<file path="src/rtl/card_deal_generator.sv">
// Builds a fresh pair deck each game, Fisher-Yates shuffles it with a free-running
// Galois LFSR, then streams colour/state for every card slot into card memory.
module card_deal_generator #(
    parameter int          ADDR_W    = 5,
    parameter int          NUM_W     = 6,
    parameter int          COLOR_W   = 12,
    parameter logic [15:0] LFSR_SEED = 16'hACE1
) (
    input  logic               clk,
    input  logic               rst,
    input  logic               start_game_en,
    input  logic [NUM_W-1:0]   num_of_cards,
    output logic               compute_done,
    output logic               card_wr_en,
    output logic [ADDR_W-1:0]  card_wr_address,
    output logic [COLOR_W-1:0] card_wr_color,
    output logic [1:0]         card_wr_state
);
    localparam int                SLOTS = 1 << ADDR_W;
    localparam logic [NUM_W-1:0]  MAX_N = NUM_W'(SLOTS);
    localparam logic [ADDR_W-1:0] LAST  = ADDR_W'(SLOTS - 1);
    localparam logic [11:0] PALETTE [16] = '{
        12'hF00, 12'h0F0, 12'h00F, 12'hFF0, 12'hF0F, 12'h0FF, 12'hF80, 12'h8F0,
        12'h08F, 12'hF08, 12'h80F, 12'h0F8, 12'hFFF, 12'h888, 12'h840, 12'h48C
    };

    typedef enum logic [2:0] {
        IDLE, FILL, SHUFFLE, SWAP, EMIT, DONE
    } state_t;

    state_t              r_state;
    logic [15:0]         r_lfsr;
    logic [ADDR_W-2:0]   r_deck [SLOTS];
    logic [NUM_W-1:0]    r_n;
    logic [ADDR_W-1:0]   r_i;
    logic [ADDR_W-1:0]   r_j;
    logic [ADDR_W-1:0]   r_a;
    logic [NUM_W-1:0]    w_clamp;
    logic [NUM_W-1:0]    w_n_req;
    logic [ADDR_W-1:0]   w_cand;
    logic                w_busy;

    assign w_clamp = (num_of_cards > MAX_N) ? MAX_N : num_of_cards;
    assign w_n_req = {w_clamp[NUM_W-1:1], 1'b0};
    assign w_cand  = r_lfsr[ADDR_W-1:0];
    assign w_busy  = (r_state == FILL) || (r_state == SHUFFLE) ||
                     (r_state == SWAP) || (r_state == EMIT);

    // Runs regardless of FSM state so the shuffle seed depends on when the player starts.
    always_ff @(posedge clk or posedge rst) begin
        if (rst) begin
            r_lfsr <= LFSR_SEED;
        end else begin
            r_lfsr <= {1'b0, r_lfsr[15:1]} ^ (r_lfsr[0] ? 16'hB400 : 16'h0000);
        end
    end

    always_ff @(posedge clk or posedge rst) begin
        if (rst) begin
            r_state         <= IDLE;
            r_n             <= '0;
            r_i             <= '0;
            r_j             <= '0;
            r_a             <= '0;
            compute_done    <= 1'b0;
            card_wr_en      <= 1'b0;
            card_wr_address <= '0;
            card_wr_color   <= '0;
            card_wr_state   <= 2'b00;
            for (int k = 0; k < SLOTS; k++) begin
                r_deck[k] <= '0;
            end
        end else begin
            card_wr_en <= 1'b0;
            if (w_busy && !start_game_en) begin
                r_state         <= IDLE;
                card_wr_address <= '0;
                card_wr_color   <= '0;
                card_wr_state   <= 2'b00;
            end else begin
                case (r_state)
                    IDLE: begin
                        compute_done    <= 1'b0;
                        card_wr_address <= '0;
                        card_wr_color   <= '0;
                        card_wr_state   <= 2'b00;
                        if (start_game_en) begin
                            r_n     <= w_n_req;
                            r_i     <= '0;
                            r_state <= FILL;
                        end
                    end
                    FILL: begin
                        r_deck[r_i] <= r_i[ADDR_W-1:1];
                        if (r_i == LAST) begin
                            if (r_n <= NUM_W'(2)) begin
                                r_a     <= '0;
                                r_state <= EMIT;
                            end else begin
                                r_i     <= ADDR_W'(r_n - NUM_W'(1));
                                r_state <= SHUFFLE;
                            end
                        end else begin
                            r_i <= r_i + ADDR_W'(1);
                        end
                    end
                    // Rejection sampling: a candidate above i is discarded and the next LFSR value tried.
                    SHUFFLE: begin
                        if (w_cand <= r_i) begin
                            r_j     <= w_cand;
                            r_state <= SWAP;
                        end
                    end
                    SWAP: begin
                        r_deck[r_i] <= r_deck[r_j];
                        r_deck[r_j] <= r_deck[r_i];
                        if (r_i == ADDR_W'(1)) begin
                            r_a     <= '0;
                            r_state <= EMIT;
                        end else begin
                            r_i     <= r_i - ADDR_W'(1);
                            r_state <= SHUFFLE;
                        end
                    end
                    EMIT: begin
                        card_wr_en      <= 1'b1;
                        card_wr_address <= r_a;
                        if (NUM_W'(r_a) < r_n) begin
                            card_wr_color <= COLOR_W'(PALETTE[r_deck[r_a]]);
                            card_wr_state <= 2'b01;
                        end else begin
                            card_wr_color <= '0;
                            card_wr_state <= 2'b00;
                        end
                        if (r_a == LAST) begin
                            r_state <= DONE;
                        end else begin
                            r_a <= r_a + ADDR_W'(1);
                        end
                    end
                    DONE: begin
                        card_wr_address <= '0;
                        card_wr_color   <= '0;
                        card_wr_state   <= 2'b00;
                        if (start_game_en) begin
                            compute_done <= 1'b1;
                        end else begin
                            compute_done <= 1'b0;
                            r_state      <= IDLE;
                        end
                    end
                    default: r_state <= IDLE;
                endcase
            end
        end
    end
endmodule
</file>
<file path="config.mk">
export PLATFORM = sky130hd
export DESIGN_NAME = card_deal_generator
export DESIGN_NICKNAME = d
export VERILOG_FILES = /design/src/rtl/card_deal_generator.sv
export SDC_FILE = /design/constraint.sdc
export NUM_CORES = 1
export LEC_CHECK = 0
export ABC_AREA = 1
export BUFFER_PORTS_ARGS = -buffer_cell sky130_fd_sc_hd__buf_2
export CORE_MARGIN = 5
export CORE_UTILIZATION = 35
export DETAILED_ROUTE_END_ITERATION = 7
export GPL_TIMING_DRIVEN = 1
export PLACE_DENSITY = 0.52
export SLEW_MARGIN = 10
export SYNTH_ARGS = -nofsm -noshare
export SYNTH_HDL_FRONTEND = slang
export SYNTH_SLANG_ARGS = --single-unit
</file>
<file path="constraint.sdc">
create_clock -name clk -period 8.1 [get_ports clk]
set_clock_uncertainty 0.05 [all_clocks]
set_input_delay 1.62 -clock clk [delete_from_list [all_inputs] [get_ports clk]]
set_output_delay 1.62 -clock clk [all_outputs]
set_load 0.03 [all_outputs]
</file>
# == Yosys cells after proc, flatten, opt, wreduce, memory -nomap -nowiden ==
# Memory sizes are Yosys's and may differ from the RTL's.
# Index checks and enable logic that the tools add are counted.
# totals
regBits,188
mem_bits_ro,192
elab_cells,157
n_memories,1
# op_classes
add_sub_neg,4
magnitude_cmp,10
n_eq_ne,20
n_mux,52
bitwise,6
reduce_logical,21
# mem_list
memory,depth,word_bits,read_ports,rd_ports_with_merged_regs,write_ports,line,rtl
(name not given),16,12,1,0,0,129,card_wr_color <= COLOR_W'(PALETTE[r_deck[r_a]]);
# ops
op,count
$bwmux 128,3
$pmux 128 s2,1
$bmux 4 s5,3
$mux 12,4
$mux 5,9
$demux 4 s5,2
$mux 4,8
$pmux 5 s3,2
$mux 3,8
$pmux 12 s2,1
$ge 6x6->1 const B,3
$not 5->6,3
$pmux 3 s6,1
$mux 16,1
$xor 15x16->16,1
$lt 6x1->1 const B,2
$add 5x1->5 const B,2
$eq 5x5->1 const B,2
$pmux 5 s2,1
$reduce_and 5->1,2
$sub 5x1->5 const B,2
$ne 3x1->1 const B,3
$ne 3x3->1 const B,3
$reduce_bool 3->1,3
other kinds (27),43

# == Logic depth before layout (Yosys ltp) ==
# logic_depth
ltp_word,11
depth_mapped,19
depth_no_buf,17

# == Worst setup path after synthesis ==
# Ideal clock, no wire load.
# synth_timing
kind,input-to-reg
startpoint,input start_game_en
endpoint,register r_deck[112] (netlist name)
setup_time_ps,83
arrival_ps,2726
required_ps,7967
slack_ps,5241
stages,9
path_cell_list,inv_1 > nor2_2 > buf_2 > o21ai_2 > nor2_1 > nand2_1 > clkinv_1 > a21boi_1 > o21ai_0
# synth_between
elab_chain_len,4
# synth_lines
item,line,rtl
"start, declared",11,"input logic start_game_en,"
$logic_not 1->1,75,if (w_busy && !start_game_en) begin
$logic_and 1x1->1,75,
$not 1->1 (no source line),n/a,
$reduce_and 2->1 (no source line),n/a,
"end signal, assigned by index",94,r_deck[r_i] <= r_i[ADDR_W-1:1];
"end signal, assigned by index",115,r_deck[r_i] <= r_deck[r_j];
"end signal, assigned by index",116,r_deck[r_j] <= r_deck[r_i];
"end, declared",33,logic [ADDR_W-2:0] r_deck [SLOTS];
# Every way passes these cells.
# A chain may end at the register's enable or synchronous reset.

# == Worst setup path in the final report ==
# layout_timing
startpoint,register r_i[1]
endpoint,register r_deck[69] (netlist name)
# layout_between
elab_chain_len,8
elab_cells_between_ends,13
# layout_lines
item,line,rtl
"start, declared",35,logic [ADDR_W-1:0] r_i;
"start signal, assigned",100,r_i <= ADDR_W'(r_n - NUM_W'(1));
"start signal, assigned",104,r_i <= r_i + ADDR_W'(1);
"start signal, assigned",121,r_i <= r_i - ADDR_W'(1);
$not 5->6 (not written as such) (*),"94, 115, 116",
$ge 6x6->1 (not written as such) or $lt 6x1->1 (tied branches),"94, 115",
$logic_and 1x1->1 (not written as such),"94, 115",
$mux 4 (not written as such),"94, 115",
$demux 4 s5,"94, 115",
$bwmux 128,115,
$bwmux 128,116,
$pmux 128 s2 (*),81,case (r_state)
# Every way passes the cells marked *; elsewhere a longest branch is shown, timed or not. The select of a mux whose other input is x is not followed.

==> metrics.cfg <==
[global_route]
grt_pass1_wl_um=87200
antenna_found_initial=0
grt_max_degree=118
track_usage_pct=24.3
grt_pass1_vias=14700
grt.overflow.total=0

[detailed_routing]
via_per_inst=5.44
antenna_left=0
vias=15800
dr.pass1.iters=8
wl_per_cell_um=19.6
drc=0
wl_um=56800
drt_iter0_drc=1815

[floorplan]
row_count=75
dieHeight_um=215
initial_core_util_pct=35.3
ios=30
dieArea_um2=46400
die_w_um=215
coreArea_um2=41900

[layout]
post-route-cell-area_um2=15700
fill_cells=4610
areaGrowthSynthToFinish_pct=6.22
n_antenna_cell=0
nNetsFinal=2382
layout-drive-gt1-share_pct=8.43

[logic_synthesis]
synth.distinct_cells=41
avgSynthCellArea_um2=6.17
synth_compound_area_share_pct=17.2
synth_simple_gate_area_share_pct=37.7
synth-seq-cells=184
synthArstFlopShare_pct=100
synth.area.mux_share_pct=0
synth_fa_ha_area_share_pct=2.20
synthesis.area_um2=14800
synth-edff-count=0
syn_nets=2425
ys_seq_area_share_pct=31.3
syn-instance-count=2390
synth_xor_xnor_area_share_pct=0.356
yosysWarnings=0
synth_ff_type=dfrtp_1
synth_top_family_by_area=simple AND/OR/NAND/NOR gates

[clocking]
root_buffer=clkbuf_16
ctsHoldBuffers=0
cts_tree=built
cts_setup_buffers=0
clk_pin_slew_ns=0.07
clkLatencyLatePin_ns=0.50
cts_buffers=17
cts_buffer_depth=2
ctsResizeCount=0
cts.sinks=184
htreeDepth=4

[placed_design]
gp_congestion=0.915
dpl_cell_area_um2=15100
port_buffers=27
dpl.hpwl_um=36100

[setup_path]
critical_path.startpoint_type=register
end_kind=register
critPathSlowestCell=dfrtp_2
arrival_ns=4.35
path_delay_family=simple AND/OR/NAND/NOR gates
max_stage_delay_ns=0.82
crit_fanout=49
cp_num_buf_inv=2
crit_required_ns=8.43
cpMostUsedCell=nand2_1
worst-setup-path-type=register to register
worstPathCellList=buf_4 > a21oi_1 > o21ai_0 > nand2_1 > nand2_1 > nand2_1 > nor2_1 > nand4_1 > buf_4 > nand2_1 > nand2_1 > o21ai_1 > nand2_1

[run_status]
status=finished clean

[sta]
finalHoldViolations=0
slew_viol_final=0
finalSetupTns_ns=0
layout_min_cycle_time_ns=4.03
worstMarginPinSlew_ns=1.16
grt_setup_unrepaired=false
setup_violations=0
slew_headroom_pct=22.5
max_clock_freq_mhz=248
period_share_pct=49.7

[power_and_ir_drop]
powerDensity_nw_per_um2=325
leakagePower_nw=7.70
peakVddDrop_v=0.000240

[flow_run]
cap_violations=0

[hold_path]
hp-class=register to register

placed cells by master (no fill, tap or decap), drive strengths merged, types with 8 or more instances in the layout:
cell | Yosys | layout
a21oi | 116 | 116
nor2 | 240 | 240
o21ai | 256 | 256
buf | 80 | 44
dfstp | 8 | 8
nand2 | 914 | 914
clkbuf | 26 | 25
ha | 26 | 26
clkinv | 23 | 27
dfrtp | 176 | 176
o211ai | 22 | 22
a21boi | 13 | 13
nand4 | 8 | 8
inv | 251 | 251
o22ai | 36 | 36
nor3 | 29 | 29
nand3 | 136 | 136
cell usage after synthesis, types with 15 or more instances:
library cell,count,share of area [%]
buf_2,50,1.7
o21ai_1,71,2.4
a21oi_1,116,3.9
ha_1,26,2.2
nor2_1,194,4.9
o21ai_2,24,1.4
clkbuf_1,26,0.66
nor2_2,34,1.4
dfrtp_1,176,30
nor3_1,21,0.71
o22ai_1,36,1.5
nand2_1,902,23
nand3_1,136,4.6
buf_6,15,1.1
o21ai_0,161,5.5
inv_1,231,5.9
o211ai_1,22,1.1
inv_2,19,0.48
clkinv_1,23,0.59
report_power, final:
group / internal (W) / total [W] / switching, W
logic: 0.000643 / 0.00295 / 0.00231
clock network: 0.000485 / 0.000884 / 0.000399
registers: 0.00108 / 0.00126 / 0.000182
worst reg2reg max path: stages, from the launching register on:
cell,delay (ns)
dfrtp_2,0.82
buf_4,0.68
a21oi_1,0.13
o21ai_0,0.12
nand2_1,0.09
nand2_1,0.15
nand2_1,0.07
nor2_1,0.17
nand4_1,0.71
buf_4,0.60
nand2_1,0.13
nand2_1,0.05
o21ai_1,0.07
nand2_1,0.07
state kept, by name, summed over array words and instances (netlist names):
signal           flops
card_wr_address      5
card_wr_color        9
card_wr_en           1
card_wr_state        1
compute_done         1
r_a                  5
r_deck             128
r_i                  5
r_j                  5
r_lfsr              16
r_n                  5
r_state              3
final cells by class:
cell class | count | area [µm²] | area share, %
clock buffer | 25 | 495 | 3.16
clock inverter | 7 | 91.3 | 0.583
inverter | 274 | 1040 | 6.63
multi-input combinational | 1826 | 8490 | 54.2
sequential | 184 | 4620 | 29.5
tap | 539 | 674 | 4.30
timing repair buffer | 44 | 263 | 1.68
worst paths after layout:
| kind | startpoint | endpoint | slack, ns | cells after the start |
|---|---|---|---|---|
| max | r_i[1] | r_deck[69] | 4.07 | 13 |
| min reg2reg | r_lfsr[6] | r_lfsr[5] | 0.30 | 0 |
| max in group asynchronous | rst | r_i[1] | 5.23 | 3 |
| max reg2reg | r_i[1] | r_deck[69] | 4.07 | 13 |
| min | r_lfsr[6] | r_lfsr[5] | 0.30 | 0 |
| min in group asynchronous | rst | r_deck[119] | 1.24 | 2 |
per-layer routing:
| metal | up-vias | global-route usage (%) | part of all wire (%) |
|---|---|---|---|
| li1 | 7532 | - | - |
| met1 | 7393 | 33.2 | 44 |
| met2 | 686 | 36.5 | 43 |
| met3 | 146 | 5.64 | 8.5 |
| met4 | 0 | 11.5 | 4.4 |
| met5 | - | 0 | 0 |
through the flow:
step,util [%],hold WS (ns),instances,worst slack (ns),power (W)
floorplan,-,0.281,2390,1.44,0.00317
global placement,36.0,0.287,2867,4.26,0.00413
detailed placement,36.0,0.290,2867,4.24,0.00415
CTS,37.4,0.298,2899,4.23,0.00506
global route,37.4,0.305,2899,3.85,0.00540
finish,37.4,0.300,2899,4.07,0.00510
logic make-up after synthesis:
group,after synthesis
flops,184
other cells,1
buf+inv,380
fa+ha+maj,26
compound gates,456
simple gates,1337
xor+xnor,6
No activity file was read; power rests on OpenSTA's default activity.
